`config.mk`:
```
export PLATFORM = sky130hd
export DESIGN_NAME = serial_pattern_tx_flat
export DESIGN_NICKNAME = d
export VERILOG_FILES = /design/src/rtl/serial_pattern_tx_if.sv /design/src/rtl/serial_pattern_tx.sv /design/src/flat_wrapper.sv
export SDC_FILE = /design/constraint.sdc
export NUM_CORES = 1
export LEC_CHECK = 0
export ABC_CLOCK_PERIOD_IN_PS = 1580
export CORE_AREA = 5 5 42 44
export CTS_CLUSTER_DIAMETER = 120
export DETAILED_ROUTE_END_ITERATION = 12
export DIE_AREA = 0 0 47 49
export DONT_BUFFER_PORTS = 1
export PLACE_DENSITY_LB_ADDON = 0.08
export SYNTH_ARGS = -nofsm -noshare
export SYNTH_HDL_FRONTEND = slang
export SYNTH_SLANG_ARGS = --single-unit
```
`constraint.sdc`:
```
create_clock -name ck -period 1.58 [get_ports ck]
set_clock_uncertainty 0.2 [all_clocks]
set_input_delay 0.316 -clock ck [delete_from_list [all_inputs] [get_ports ck]]
set_output_delay 0.316 -clock ck [all_outputs]
set_load 0.02 [all_outputs]
```
`src/rtl/serial_pattern_tx_if.sv`:
```
// Command handshake bundle for serial_pattern_tx: valid/ready plus the pattern
// select and repetition count that travel with each command.
interface serial_pattern_tx_if;
  logic       cmd_valid;
  logic       cmd_ready;
  logic       cmd_pat;
  logic [2:0] cmd_rep;

  modport master (
    output cmd_valid,
    output cmd_pat,
    output cmd_rep,
    input  cmd_ready
  );

  modport slave (
    input  cmd_valid,
    input  cmd_pat,
    input  cmd_rep,
    output cmd_ready
  );
endinterface

```
`src/rtl/serial_pattern_tx.sv`:
```
// Serial pattern transmitter: sends "001" or "110" (cmd_rep+1) times on c, one bit per clock.
// Optional macro PATTERN_TX_GUARD_EN appends an inverted guard bit after every instance.
module serial_pattern_tx #(
  parameter logic IDLE_BIT = 1'b0
) (
  input  logic                ck,
  input  logic                rs,
  serial_pattern_tx_if.slave  cmd,
  output logic                c,
  output logic                busy,
  output logic                done,
  output logic [1:0]          tag
);

`ifdef PATTERN_TX_GUARD_EN
  typedef enum logic [1:0] {StIdle = 2'd0, StSend = 2'd1, StGuard = 2'd2} state_e;
`else
  typedef enum logic [1:0] {StIdle = 2'd0, StSend = 2'd1} state_e;
`endif

  state_e     state_q, state_d;
  logic [1:0] idx_q, idx_d;
  logic [2:0] rep_q, rep_d;
  logic       pat_q, pat_d;

  always_ff @(posedge ck) begin
    if (rs) begin
      state_q <= StIdle;
      idx_q   <= 2'd0;
      rep_q   <= 3'd0;
      pat_q   <= 1'b0;
    end else begin
      state_q <= state_d;
      idx_q   <= idx_d;
      rep_q   <= rep_d;
      pat_q   <= pat_d;
    end
  end

  always_comb begin
    state_d = state_q;
    idx_d   = idx_q;
    rep_d   = rep_q;
    pat_d   = pat_q;
    unique case (state_q)
      StIdle: begin
        if (cmd.cmd_valid) begin
          state_d = StSend;
          idx_d   = 2'd0;
          rep_d   = cmd.cmd_rep;
          pat_d   = cmd.cmd_pat;
        end
      end
      StSend: begin
        if (idx_q == 2'd2) begin
          idx_d = 2'd0;
`ifdef PATTERN_TX_GUARD_EN
          state_d = StGuard;
`else
          if (rep_q == 3'd0) begin
            state_d = StIdle;
          end else begin
            rep_d = rep_q - 3'd1;
          end
`endif
        end else begin
          idx_d = idx_q + 2'd1;
        end
      end
`ifdef PATTERN_TX_GUARD_EN
      StGuard: begin
        if (rep_q == 3'd0) begin
          state_d = StIdle;
        end else begin
          rep_d   = rep_q - 3'd1;
          state_d = StSend;
        end
      end
`endif
      default: state_d = StIdle;
    endcase
  end

  always_comb begin
    c             = IDLE_BIT;
    busy          = 1'b0;
    done          = 1'b0;
    tag           = 2'b00;
    cmd.cmd_ready = 1'b0;
    unique case (state_q)
      StIdle: cmd.cmd_ready = 1'b1;
      StSend: begin
        busy = 1'b1;
        // "001" has its single 1 at index 2; "110" has its single 0 there.
        c    = pat_q ? (idx_q != 2'd2) : (idx_q == 2'd2);
`ifndef PATTERN_TX_GUARD_EN
        done = (idx_q == 2'd2) && (rep_q == 3'd0);
`endif
      end
`ifdef PATTERN_TX_GUARD_EN
      StGuard: begin
        busy = 1'b1;
        c    = pat_q;
        done = (rep_q == 3'd0);
      end
`endif
      default: ;
    endcase
    if (done) begin
      tag = pat_q ? 2'b10 : 2'b01;
    end
  end

endmodule

```
`src/flat_wrapper.sv`:
```
// flat-port wrapper written by rule: the top's interface ports become plain ports
module serial_pattern_tx_flat 
#(
  parameter logic IDLE_BIT = 1'b0
)
  (ck, rs, c, busy, done, tag, cmd_cmd_valid, cmd_cmd_pat, cmd_cmd_rep, cmd_cmd_ready);
  serial_pattern_tx_if cmd_i ();
  input  logic ck;
  input  logic rs;
  output logic c;
  output logic busy;
  output logic done;
  output logic [1:0] tag;
  input wire logic [$bits(cmd_i.cmd_valid)-1:0] cmd_cmd_valid;
  input wire logic [$bits(cmd_i.cmd_pat)-1:0] cmd_cmd_pat;
  input wire logic [$bits(cmd_i.cmd_rep)-1:0] cmd_cmd_rep;
  output wire logic [$bits(cmd_i.cmd_ready)-1:0] cmd_cmd_ready;
  assign cmd_i.cmd_valid = cmd_cmd_valid;
  assign cmd_i.cmd_pat = cmd_cmd_pat;
  assign cmd_i.cmd_rep = cmd_cmd_rep;
  assign cmd_cmd_ready = cmd_i.cmd_ready;
  serial_pattern_tx #(.IDLE_BIT(IDLE_BIT)) u_core (.ck(ck), .rs(rs), .cmd(cmd_i), .c(c), .busy(busy), .done(done), .tag(tag));
endmodule
```
; ---- Word-level counts from Yosys, hierarchy flattened
; Index checks and enable logic that the tools add are counted.
[op_classes]
muxes = 18
reduce_logical = 8
n_addsub = 2
eq_ne = 7
[op_table]
columns = op, n
row1 = $mux W2, 7
row2 = $mux W3, 3
row3 = $pmux W2 S2, 2
row4 = $ne A2 B2 Y1 const B, 3
row5 = $pmux W3 S2, 1
row6 = $mux W1, 5
row7 = $ne A2 B1 Y1 const B, 2
row8 = $reduce_and A2 Y1, 2
row9 = $reduce_and A4 Y1, 1
row10 = $logic_not A3 Y1, 1
row11 = $reduce_and A3 Y1, 1
row12 = $sub A3 B1 Y3 const B, 1
row13 = $add A2 B1 Y2 const B, 1
row14 = $eq A2 B1 Y1 const B, 1
row15 = $eq A2 B2 Y1 const B, 1
row16 = $logic_not A2 Y1, 1
row17 = $reduce_bool A2 Y1, 1
row18 = $logic_and A1 B1 Y1, 1
[word_totals]
output_inout_bits = 6
reg_bits = 8
wordCells = 39

; ---- Depth between registers and ports, before layout
; Gate-level depths: netlist of the first run.
[logic_depth]
ltp_word = 4
ltp_mapped = 5
mapped_depth_nobuf = 5

; ---- Worst setup path after synthesis of the first run
; Ideal clock, no wire load.
[synth_path]
kind = reg-to-output
from = register u_core.state_q[0]
to = output port tag[1]
t_arrival_ns = 1.336
path_buffers = 1
setup_slack_ns = -0.272
t_required_ns = 1.064
stages_incl_launch_ff = 5
cell_sequence = dfxtp_1 -> buf_6 -> nand3b_1 -> nor2_1 -> and2_1
[synth_via]
elab_chain_cells = 3
[synth_rtl]
columns = element, line_no
row1 = "start, declared", serial_pattern_tx.sv:21  ; state_e state_q, state_d;
row2 = "start signal, assigned", serial_pattern_tx.sv:28  ; state_q <= StIdle;
row3 = "start signal, assigned", serial_pattern_tx.sv:33  ; state_q <= state_d;
row4 = $eq A2 B1 Y1, serial_pattern_tx.sv:90  ; unique case (state_q)
row5 = $mux W1, serial_pattern_tx.sv:90
row6 = via done, flat_wrapper.sv:12  ; output logic done;
row7 = $mux W2, serial_pattern_tx.sv:109  ; if (done) begin
row8 = "end, declared", flat_wrapper.sv:13  ; output logic [1:0] tag;
; The timed path passes the listed nets, and every way through them passes these cells.

; ---- Final worst setup path of the first run
[layout_path]
from = register u_core.idx_q[1]
to = output port c
[layout_via]
elab_chain_cells = 3
elab_cells_between_ends = 4
cone_classes = 2 x eq/ne / 2 x mux
[layout_rtl]
columns = element, line_no
row1 = "start, declared", serial_pattern_tx.sv:22  ; logic [1:0] idx_q, idx_d;
row2 = "start signal, assigned", serial_pattern_tx.sv:34  ; idx_q <= idx_d;
row3 = $eq A2 B2 Y1 / $ne A2 B2 Y1 (equally long branches), serial_pattern_tx.sv:95  ; c = pat_q ? (idx_q != 2'd2) : (idx_q == 2'd2);
row4 = $mux W1 (*), serial_pattern_tx.sv:95
row5 = $mux W1 (*), serial_pattern_tx.sv:90
row6 = "end, declared", flat_wrapper.sv:10  ; output logic c;
; Every way passes the cells marked *; elsewhere a longest branch is shown, timed or not.

==> reports/qor.yml, run 1 <==
end_kind: "primary output"
synth_top_cell_by_area: "dfxtp_1"
n_antenna_cell: 0
finalSetupTns_ps: -573
status: "finished, violations left"
hold_viol_final: 0
track_usage: 0.123
ys_seq_area_frac: 0.313
grt_pass1_wl_um: 1930
core_mm2: 0.00140
startpoint_type: "flop"
netlist_instances: 50
ys_ff_latch: 7
design.die.area_mm2: 0.00230
post-route-min-period_ps: 1710
r2r_end: "u_core.rep_q[1]"
syn_to_final_growth_pct: 52.2
final_max_slew_viol_count: 0
ant_nets: 0
viasPerCell: 4.95
vias: 416
tritoncts: "built"
root_buffer: "clkbuf_4"
fmax_mhz: 585
die_h_um: 49
worstRegToRegCells: 7
synth_nets: 59
worstPathArrival_ps: 1190
rows: 14
r2r_start: "u_core.rep_q[0]"
setup_viol: 6
hold_class: "input port to flop"
synth_area_leaders: "dfxtp_1, mux2_4, a21oi_1"
power_leakage_nw: 0.275
grt_max_degree: 8
gp_congestion: 0.860
slew_headroom: 0.844
dr.first_iter.drc_count: 4
clk_path_buf_depth: 2
cellPowerDensity_mw_per_mm2: 792
die_w_um: 47
cts_max_level: 1
worstSkewPairLatency_ps: 260
netlist_area_um2: 448
drv_cap: 0
tightest_slew_ps: 232
synth_warnings: 0
hold_path_depth: 2
path_class: "flop to primary output"
cts_made_buffers: 3
crit_fanout: 2
most-common-layout-cells: "buf_4, nor2_1, inv_2, dfxtp_2"
violations: "negative setup slack"
drtPass1Iterations: 4
start_util: 0.320
io_pins: 13
grt_setup_unrepaired: "yes"
setup_slack_ps: -129
drc: 0
layout_commonest_cell: "buf_4"
cts.clk_slew.worst_paths_ps: 60
routedWlPerCell_um: 14.0
worstPathRequired_ps: 1060
synth_cell_types: 25
antenna_found_initial: 0
fin_nets: 78
ir_worst_vdd_uv: 384
final_cell_area_um2: 682
rrSetupSlack_ps: -80
cts_sinks: 7
endpoint: "c"
grt_pass1_vias: 453
synth.avg_cell_area_um2: 8.96
utilization: 0.487
drt-total-wl_um: 1170
placed_cell_area_um2: 553
port_buffers: 0
post-dp-hpwl_um: 837
layout-drive-gt1-share: 0.632
crit_path_start: "u_core.idx_q[1]"
power_uw: 540
grt_overflow_total: 0
hold-worst-slack_ps: 55.3
post-route-period-util: 1.08
synth.top_cell.area_share: 0.313
-- worst min path at each step --
stage | slack, ps | endpoint | from
final | 60 | u_core.state_q[0] | cmd_cmd_valid
after CTS | 60 | u_core.pat_q | cmd_cmd_pat
after global placement | 180 | u_core.idx_q[1] | rs
after detailed placement | 190 | u_core.idx_q[1] | rs
after floorplan | 260 | u_core.pat_q | cmd_cmd_pat
after global routing | 80 | u_core.pat_q | cmd_cmd_pat
-- layer usage --
metal | track usage | up-vias | share of wire
met5 | 0 | - | 0
met4 | 0.106 | 0 | 0.043
met3 | 0.0406 | 7 | 0.059
met2 | 0.192 | 13 | 0.48
met1 | 0.121 | 187 | 0.42
li1 | - | 209 | -
-- cell families (layout without fill, tap and decap cells) --
group	Yosys count	in the layout	share of synthesized area
muxes	3	3	0.0894
adders and majority gates	2	2	0.0559
AOI/OAI and AO/OA	10	10	0.170
and+or+nand+nor	22	22	0.304
DFF	7	7	0.313
buffers and inverters	6	24	0.0670
-- state kept, by name, indices dropped and copies added, names as in the netlist --
signal,count
u_core.idx_q,2
u_core.pat_q,1
u_core.rep_q,3
u_core.state_q,1
-- what timing repair did --
| item | in CTS | in global routing |
|---|---|---|
| gates resized for setup | 16 | 4 |
| setup endpoints to repair | 7 | 8 |
| hold buffers | 1 | 0 |
| setup buffers | 5 | 1 |
| pin swaps | 6 | 4 |
| endpoints found under the hold margin | 5 | 0 |
-- where the power goes --
group	internal, mW	switching [mW]	leakage, nW
logic	0.0925	0.0748	0.201
registers	0.191	0.00947	0.0590
clock network	0.0970	0.0758	0.0150
total	0.380	0.160	0.275
-- synth_stat cells --
cell and n:
nand3_1 1, mux2_4 2, and2b_4 2, nand2b_2 2, and2_1 1, or3_1 1
nor3_1 2, buf_1 1, nor2_1 6, ha_1 2, dfxtp_1 7, nand2_1 1
buf_6 1, o21ai_0 1, a311o_1 1, a22oi_1 1, and3b_2 1, or2b_1 2
nand2b_1 2, a31oi_4 1, o31ai_1 1, nand3b_1 1, inv_1 4, mux2i_1 1
a21oi_1 5
-- area by class of cell --
type / count / area, um2
clock buffers: 4 / 26.3
fillers: 136 / 719
inverters: 4 / 15.0
multi-input cells: 37 / 345
repair buffers: 16 / 130
flip-flops and latches: 7 / 145
well taps: 16 / 20.0
-- stage by stage --
| step | setup slack, ps | std cells |
|---|---|---|
| after global placement | 27.7 | 74 |
| final | -129 | 84 |
| after global routing | -181 | 84 |
| after detailed placement | -15.8 | 74 |
| after CTS | -156 | 84 |
| after floorplan | -123 | 50 |
-- worst max-delay path, cell delays in order, from the launching register on --
cell and delay, ps:
dfxtp_2 330, inv_2 40, or3_4 370, a21oi_4 210
(Power assumes the default switching activity.)
==> run 2, diff against run 1 <==
--- a/config.mk
+++ b/config.mk
@@ -5,7 +5,7 @@
 export SDC_FILE = /design/constraint.sdc
 export NUM_CORES = 1
 export LEC_CHECK = 0
-export ABC_CLOCK_PERIOD_IN_PS = 1580
+export ABC_AREA = 1
 export CORE_AREA = 5 5 42 44
 export CTS_CLUSTER_DIAMETER = 120
 export DETAILED_ROUTE_END_ITERATION = 12
==> reports/qor.yml, run 2 <==
cts_sinks: 7  # unchanged
slew_headroom: 0.872  # was 0.844
internal_power_uw: 390  # was 380 uW
tightest_slew_ps: 192  # was 232 ps
synthTopCellsByCount: "nand2_1, nor2_1, dfxtp_1, inv_1, a21oi_1"  # was dfxtp_1, nor2_1, a21oi_1
viasPerCell: 4.51  # was 4.95
core_mm2: 0.00140  # unchanged
port_buffers: 0  # unchanged
gp_congestion: 0.699  # was 0.860
design.die.area_mm2: 0.00230  # unchanged
finalSetupTns_ps: -150  # was -573 ps
worstRegToRegCells: 10  # was 7
hold_end: "u_core.pat_q"  # was u_core.state_q[0]
synth_warnings: 0  # unchanged
reg_top3: "u_core.rep_q x3, u_core.idx_q x2"  # unchanged
regMostFlops: "u_core.rep_q"  # unchanged
worst_hold_startpoint: "rs"  # was cmd_cmd_valid
status: "finished, violations left"  # unchanged
synthArstFlopShare: 0  # unchanged
root_buffer: "clkbuf_4"  # unchanged
r2r_end: "u_core.rep_q[2]"  # was u_core.rep_q[1]
grt_overflow_total: 0  # unchanged
fin_nets: 91  # was 78
grt_pass1_wl_um: 1700  # was 1930 um
seqCellArea_um2: 146  # was 145 um2
multiInputGateArea_um2: 297  # was 345 um2
rows: 14  # unchanged
start_util: 0.294  # was 0.320
io_pins: 13  # unchanged
cts_made_buffers: 3  # unchanged
dr.first_iter.drc_count: 2  # was 4
tritoncts: "built"  # unchanged
ys_seq_area_frac: 0.340  # was 0.313
rrSetupSlack_ps: 150  # was -80 ps
synth_top_cell_by_area: "dfxtp_1"  # unchanged
setup_slack_ps: -67.4  # was -129 ps
worstPathArrival_ps: 1130  # was 1190 ps
synth_cell_types: 18  # was 25
final_max_slew_viol_count: 0  # unchanged
crit_fanout: 2  # unchanged
synth_nets: 69  # was 59
cts_max_level: 1  # unchanged
synth_edf_count: 0  # unchanged
drv_cap: 0  # unchanged
largest_reg_flops: 3  # unchanged
cellPowerDensity_mw_per_mm2: 868  # was 792 mW/mm2
drc: 0  # unchanged
n_antenna_cell: 0  # unchanged
fmax_mhz: 607  # was 585 MHz
post-route-period-util: 1.04  # was 1.08
antenna_found_initial: 0  # unchanged
placed_cell_area_um2: 483  # was 553 um2
die_h_um: 49  # unchanged
grt_pass1_vias: 402  # was 453
final_cell_area_um2: 661  # was 682 um2
synth.top_cell.area_share: 0.340  # was 0.313
violations: "negative setup slack"  # unchanged
comb_power_share: 0.344  # was 0.310
vias: 437  # was 416
synth.most_common_cell: "nand2_1"  # was dfxtp_1
r2r_start: "u_core.rep_q[0]"  # unchanged
ant_nets: 0  # unchanged
synth.avg_cell_area_um2: 6.86  # was 8.96 um2
ir_worst_vdd_uv: 418  # was 384 uV
cts.clk_slew.worst_paths_ps: 50  # was 60 ps
dp_slack_ps: 29.7  # was -15.8 ps
clkPwrFrac: 0.281  # was 0.320
ys_ff_latch: 7  # unchanged
path_class: "flop to primary output"  # unchanged
hold-worst-slack_ps: 11.9  # was 55.3 ps
drtPass1Iterations: 3  # was 4
routedWlPerCell_um: 11.0  # was 14.0 um
worstPathRequired_ps: 1060  # about the same
yosys_most_used_dff: "dfxtp_1"  # unchanged
setup_viol: 3  # was 6
power_leakage_nw: 0.293  # was 0.275 nW
n_fill_cell: 150  # was 136
post-dp-hpwl_um: 755  # was 837 um
grt_setup_unrepaired: "yes"  # unchanged
end_kind: "primary output"  # unchanged
clk_path_buf_depth: 2  # unchanged
synth_area_leaders: "dfxtp_1, nand2_1, nor2_1"  # was dfxtp_1, mux2_4, a21oi_1
layout_commonest_cell: "buf_4"  # unchanged
p_sw_frac: 0.320  # was 0.296
hold_class: "input port to flop"  # unchanged
post-route-min-period_ps: 1650  # was 1710 ps
drt-total-wl_um: 1070  # was 1170 um
netlist_instances: 60  # was 50
die_w_um: 47  # unchanged
hold_path_depth: 2  # unchanged
grt_max_degree: 7  # was 8
track_usage: 0.104  # was 0.123
utilization: 0.471  # was 0.487
most-common-layout-cells: "buf_4, nand2_1, nor2_1"  # was buf_4, nor2_1, inv_2, dfxtp_2
syn_to_final_growth_pct: 60.5  # was 52.2%
startpoint_type: "flop"  # unchanged
switchingPower_uw: 184  # was 160 uW
layout-drive-gt1-share: 0.519  # was 0.632
worstSkewPairLatency_ps: 250  # was 260 ps
hold_viol_final: 0  # unchanged
pwr-share-seq: 0.375  # was 0.370
netlist_area_um2: 412  # was 448 um2
[run 2: how the worst max path moves through the flow]
stage,endpoint,slack [ps],start
global placement,tag[0],50,u_core.rep_q[0]
detailed placement,tag[0],30,u_core.rep_q[0]
global route,tag[1],-120,u_core.rep_q[0]
CTS,tag[0],-130,u_core.rep_q[1]
floorplan,tag[0],-40,u_core.rep_q[0]
finish,tag[0],-70,u_core.rep_q[0]
[run 2: area by class of cell]
class,count,area share
Multi-Input combinational cell,43,0.449
Inverter,10,0.0587
Sequential cell,7,0.222
Clock buffer,4,0.0398
Tap cell,16,0.0303
Timing Repair Buffer,17,0.201
[run 2: cell families after synthesis]
kind of cell	Yosys count	share of synthesized area
simple gates	33	0.389
buf+inv	10	0.0942
compound gates	8	0.115
flops	7	0.340
fa+ha+maj	2	0.0608
[run 2: repair_timing]
| item | 4_1_cts | 5_1_grt |
|---|---|---|
| endpoints found under the setup margin | 4 | 5 |
| hold buffers | 2 | 0 |
| gates resized for setup | 14 | 5 |
| endpoints found under the hold margin | 4 | 0 |
| pin swaps | 6 | 8 |
| buffers inserted | 8 | 3 |
[run 2: per-stage QoR]
stage / std cells / total power [mW]
6_report: 97 / 0.573
5_1_grt: 97 / 0.623
4_1_cts: 96 / 0.570
3_5_place_dp: 82 / 0.345
3_3_place_gp: 82 / 0.348
2_1_floorplan: 60 / 0.307
[run 2: metal layers]
layer | GRT usage | share of wire | vias to the layer above
li1 | - | - | 231
met1 | 0.134 | 0.46 | 192
met2 | 0.143 | 0.45 | 9
met3 | 0.0221 | 0.051 | 5
met4 | 0.0829 | 0.037 | 0
met5 | 0 | 0 | -
[run 2: power by group through the flow]
stage                     clock network [mW]  registers (mW)  logic, mW
after floorplan                            0           0.212     0.0948
after global placement                     0           0.213      0.136
after detailed placement                   0           0.213      0.132
after CTS                              0.169           0.214      0.187
after global routing                   0.188           0.217      0.218
final                                  0.161           0.215      0.198
[run 2: worst max-delay path, cell delays in order (launching register included)]
cell,delay [ps]
dfxtp_2,310
inv_2,60
ha_4,130
nand3_4,70
nor2_4,100
inv_2,60
nor2_4,140
==> run 3, diff against run 2 <==
==> constraint.sdc (replaced) <==
create_clock -name ck -period 1.89 [get_ports ck]
set_clock_uncertainty 0.2 [all_clocks]
set_input_delay 0.378 -clock ck [delete_from_list [all_inputs] [get_ports ck]]
set_output_delay 0.378 -clock ck [all_outputs]
set_load 0.02 [all_outputs]
==> reports/qor.yml, run 3 (synthesis gave the netlist of run 2 again) <==
fin_nets: 85  # was 91
most-common-layout-cells: "nand2_1, nor2_1, buf_4"  # was buf_4, nand2_1, nor2_1
hold-worst-slack_ps: 61.4  # was 11.9 ps
grt_overflow_total: 0  # unchanged
dp_slack_ps: 225  # was 29.7 ps
root_buffer: "clkbuf_4"  # unchanged
switchingPower_uw: 150  # was 184 uW
layout_commonest_cell: "nand2_1"  # was buf_4
fmax_mhz: 543
tritoncts: "built"  # unchanged
grt_max_degree: 9  # was 7
worstPathArrival_ps: 1260  # was 1130 ps
core_mm2: 0.00140  # unchanged
cts.clk_slew.worst_paths_ps: 60  # was 50 ps
end_kind: "primary output"  # unchanged
viasPerCell: 4.52  # was 4.51
grt_pass1_wl_um: 1700  # about the same
gp_congestion: 0.712  # was 0.699
ant_nets: 0  # unchanged
hold_viol_final: 0  # unchanged
clkPwrFrac: 0.324  # was 0.281
path_class: "flop to primary output"  # unchanged
rows: 14  # unchanged
startpoint_type: "flop"  # unchanged
routedWlPerCell_um: 11.8  # was 11.0 um
hold_path_depth: 1  # was 2
worstPathRequired_ps: 1310  # was 1060 ps
slew_headroom: 0.869  # was 0.872
die_h_um: 49  # unchanged
status: "complete, no violations"  # was finished, violations left
drt-total-wl_um: 1070  # about the same
grt_setup_unrepaired: "yes"  # unchanged
design.die.area_mm2: 0.00230  # unchanged
port_buffers: 0  # unchanged
drc: 0  # unchanged
n_fill_cell: 159  # was 150
crit_fanout: 3  # was 2
power_leakage_nw: 0.262  # was 0.293 nW
dr.first_iter.drc_count: 2  # unchanged
syn_to_final_growth_pct: 39.2  # was 60.5%
cellPowerDensity_mw_per_mm2: 787  # was 868 mW/mm2
post-route-period-util: 0.974
worstSkewPairLatency_ps: 260  # was 250 ps
pwr-share-seq: 0.393  # was 0.375
antenna_found_initial: 0  # unchanged
track_usage: 0.101  # was 0.104
multiInputGateArea_um2: 255  # was 297 um2
post-route-min-period_ps: 1840
largest_reg_flops: 3  # unchanged
die_w_um: 47  # unchanged
regMostFlops: "u_core.rep_q"  # unchanged
cts_sinks: 7  # unchanged
io_pins: 13  # unchanged
seqCellArea_um2: 143  # was 146 um2
p_sw_frac: 0.334  # was 0.320
power_uw: 451  # was 573 uW
cts_max_level: 1  # unchanged
comb_power_share: 0.283  # was 0.344
drtPass1Iterations: 2  # was 3
r2r_start: "u_core.state_q[0]"  # was u_core.rep_q[0]
reg_top3: "u_core.rep_q x3, u_core.idx_q x2"  # unchanged
tightest_slew_ps: 196  # was 192 ps
post-dp-hpwl_um: 755  # about the same
layout-drive-gt1-share: 0.333  # was 0.519
start_util: 0.294  # unchanged
hold_class: "input port to flop"  # unchanged
cts_made_buffers: 3  # unchanged
grt_pass1_vias: 392  # was 402
worstRegToRegCells: 7  # was 10
rrSetupSlack_ps: 490  # was 150 ps
ir_worst_vdd_uv: 338  # was 418 uV
clk_path_buf_depth: 2  # unchanged
setup_viol: 0  # was 3
setup_slack_ps: 48.9  # was -67.4 ps
r2r_end: "u_core.rep_q[1]"  # was u_core.rep_q[2]
internal_power_uw: 300  # was 390 uW
hold_end: "u_core.pat_q"  # unchanged
drv_cap: 0  # unchanged
n_antenna_cell: 0  # unchanged
final_max_slew_viol_count: 0  # unchanged
worst_hold_startpoint: "cmd_cmd_pat"  # was rs
vias: 411  # was 437
## run 3: what timing repair did
action / 4_1_cts / 5_1_grt
endpoints found under the hold margin: 1 / 1
gates cloned: 0 / 0
pin swaps: 1 / 1
setup endpoints to repair: 2 / 2
gates resized for setup: 1 / 7
buffers inserted: 1 / 1
hold buffers: 2 / 1
## run 3: power groups by stage
| stage | Combinational, mW | Clock [mW] | Sequential, mW |
|---|---|---|---|
| finish | 0.128 | 0.146 | 0.177 |
| global route | 0.147 | 0.154 | 0.179 |
| CTS | 0.111 | 0.145 | 0.175 |
| detailed placement | 0.103 | 0 | 0.178 |
| global placement | 0.103 | 0 | 0.178 |
| floorplan | 0.0787 | 0 | 0.177 |
## run 3: through the flow
| step | instances | cell area (um2) | setup TNS, ps | util |
|---|---|---|---|---|
| after floorplan | 60 | 412 | 0 | - |
| after global placement | 82 | 477 | 0 | 0.340 |
| after detailed placement | 82 | 477 | 0 | 0.340 |
| after CTS | 89 | 531 | 0 | 0.379 |
| after global routing | 91 | 573 | -15.7 | 0.409 |
| final | 91 | 573 | 0 | 0.409 |
## run 3: cell type report
type / count / area share
clock buffer: 4 / 0.0459
inverter: 10 / 0.0677
multi-input combinational: 43 / 0.445
sequential: 7 / 0.249
tap: 16 / 0.0349
timing repair buffer: 11 / 0.157
## run 3: critical path, cell delays in order, from the launching register on
cell and delay (ps):
dfxtp_2 320, inv_2 80, ha_4 140, nand3_4 70
nor2_4 120, inv_2 40, nor2_1 80, buf_4 140
## run 3: worst max path at each step
stage | cells past startpoint | endpoint | slack (ps) | start
after floorplan | 4 | tag[0] | 30 | u_core.state_q[0]
after global placement | 7 | tag[1] | 240 | u_core.rep_q[0]
after detailed placement | 7 | tag[0] | 230 | u_core.rep_q[0]
after CTS | 5 | tag[0] | 10 | u_core.state_q[0]
after global routing | 7 | tag[1] | -20 | u_core.rep_q[0]
final | 7 | tag[1] | 50 | u_core.rep_q[0]
## run 3: routing by layer
metal	up-vias	wire length, um	track usage
met2	7	479	0.138
met3	2	52	0.0369
li1	218	-	-
met4	0	9	0.0415
met1	184	533	0.139
met5	-	0	0
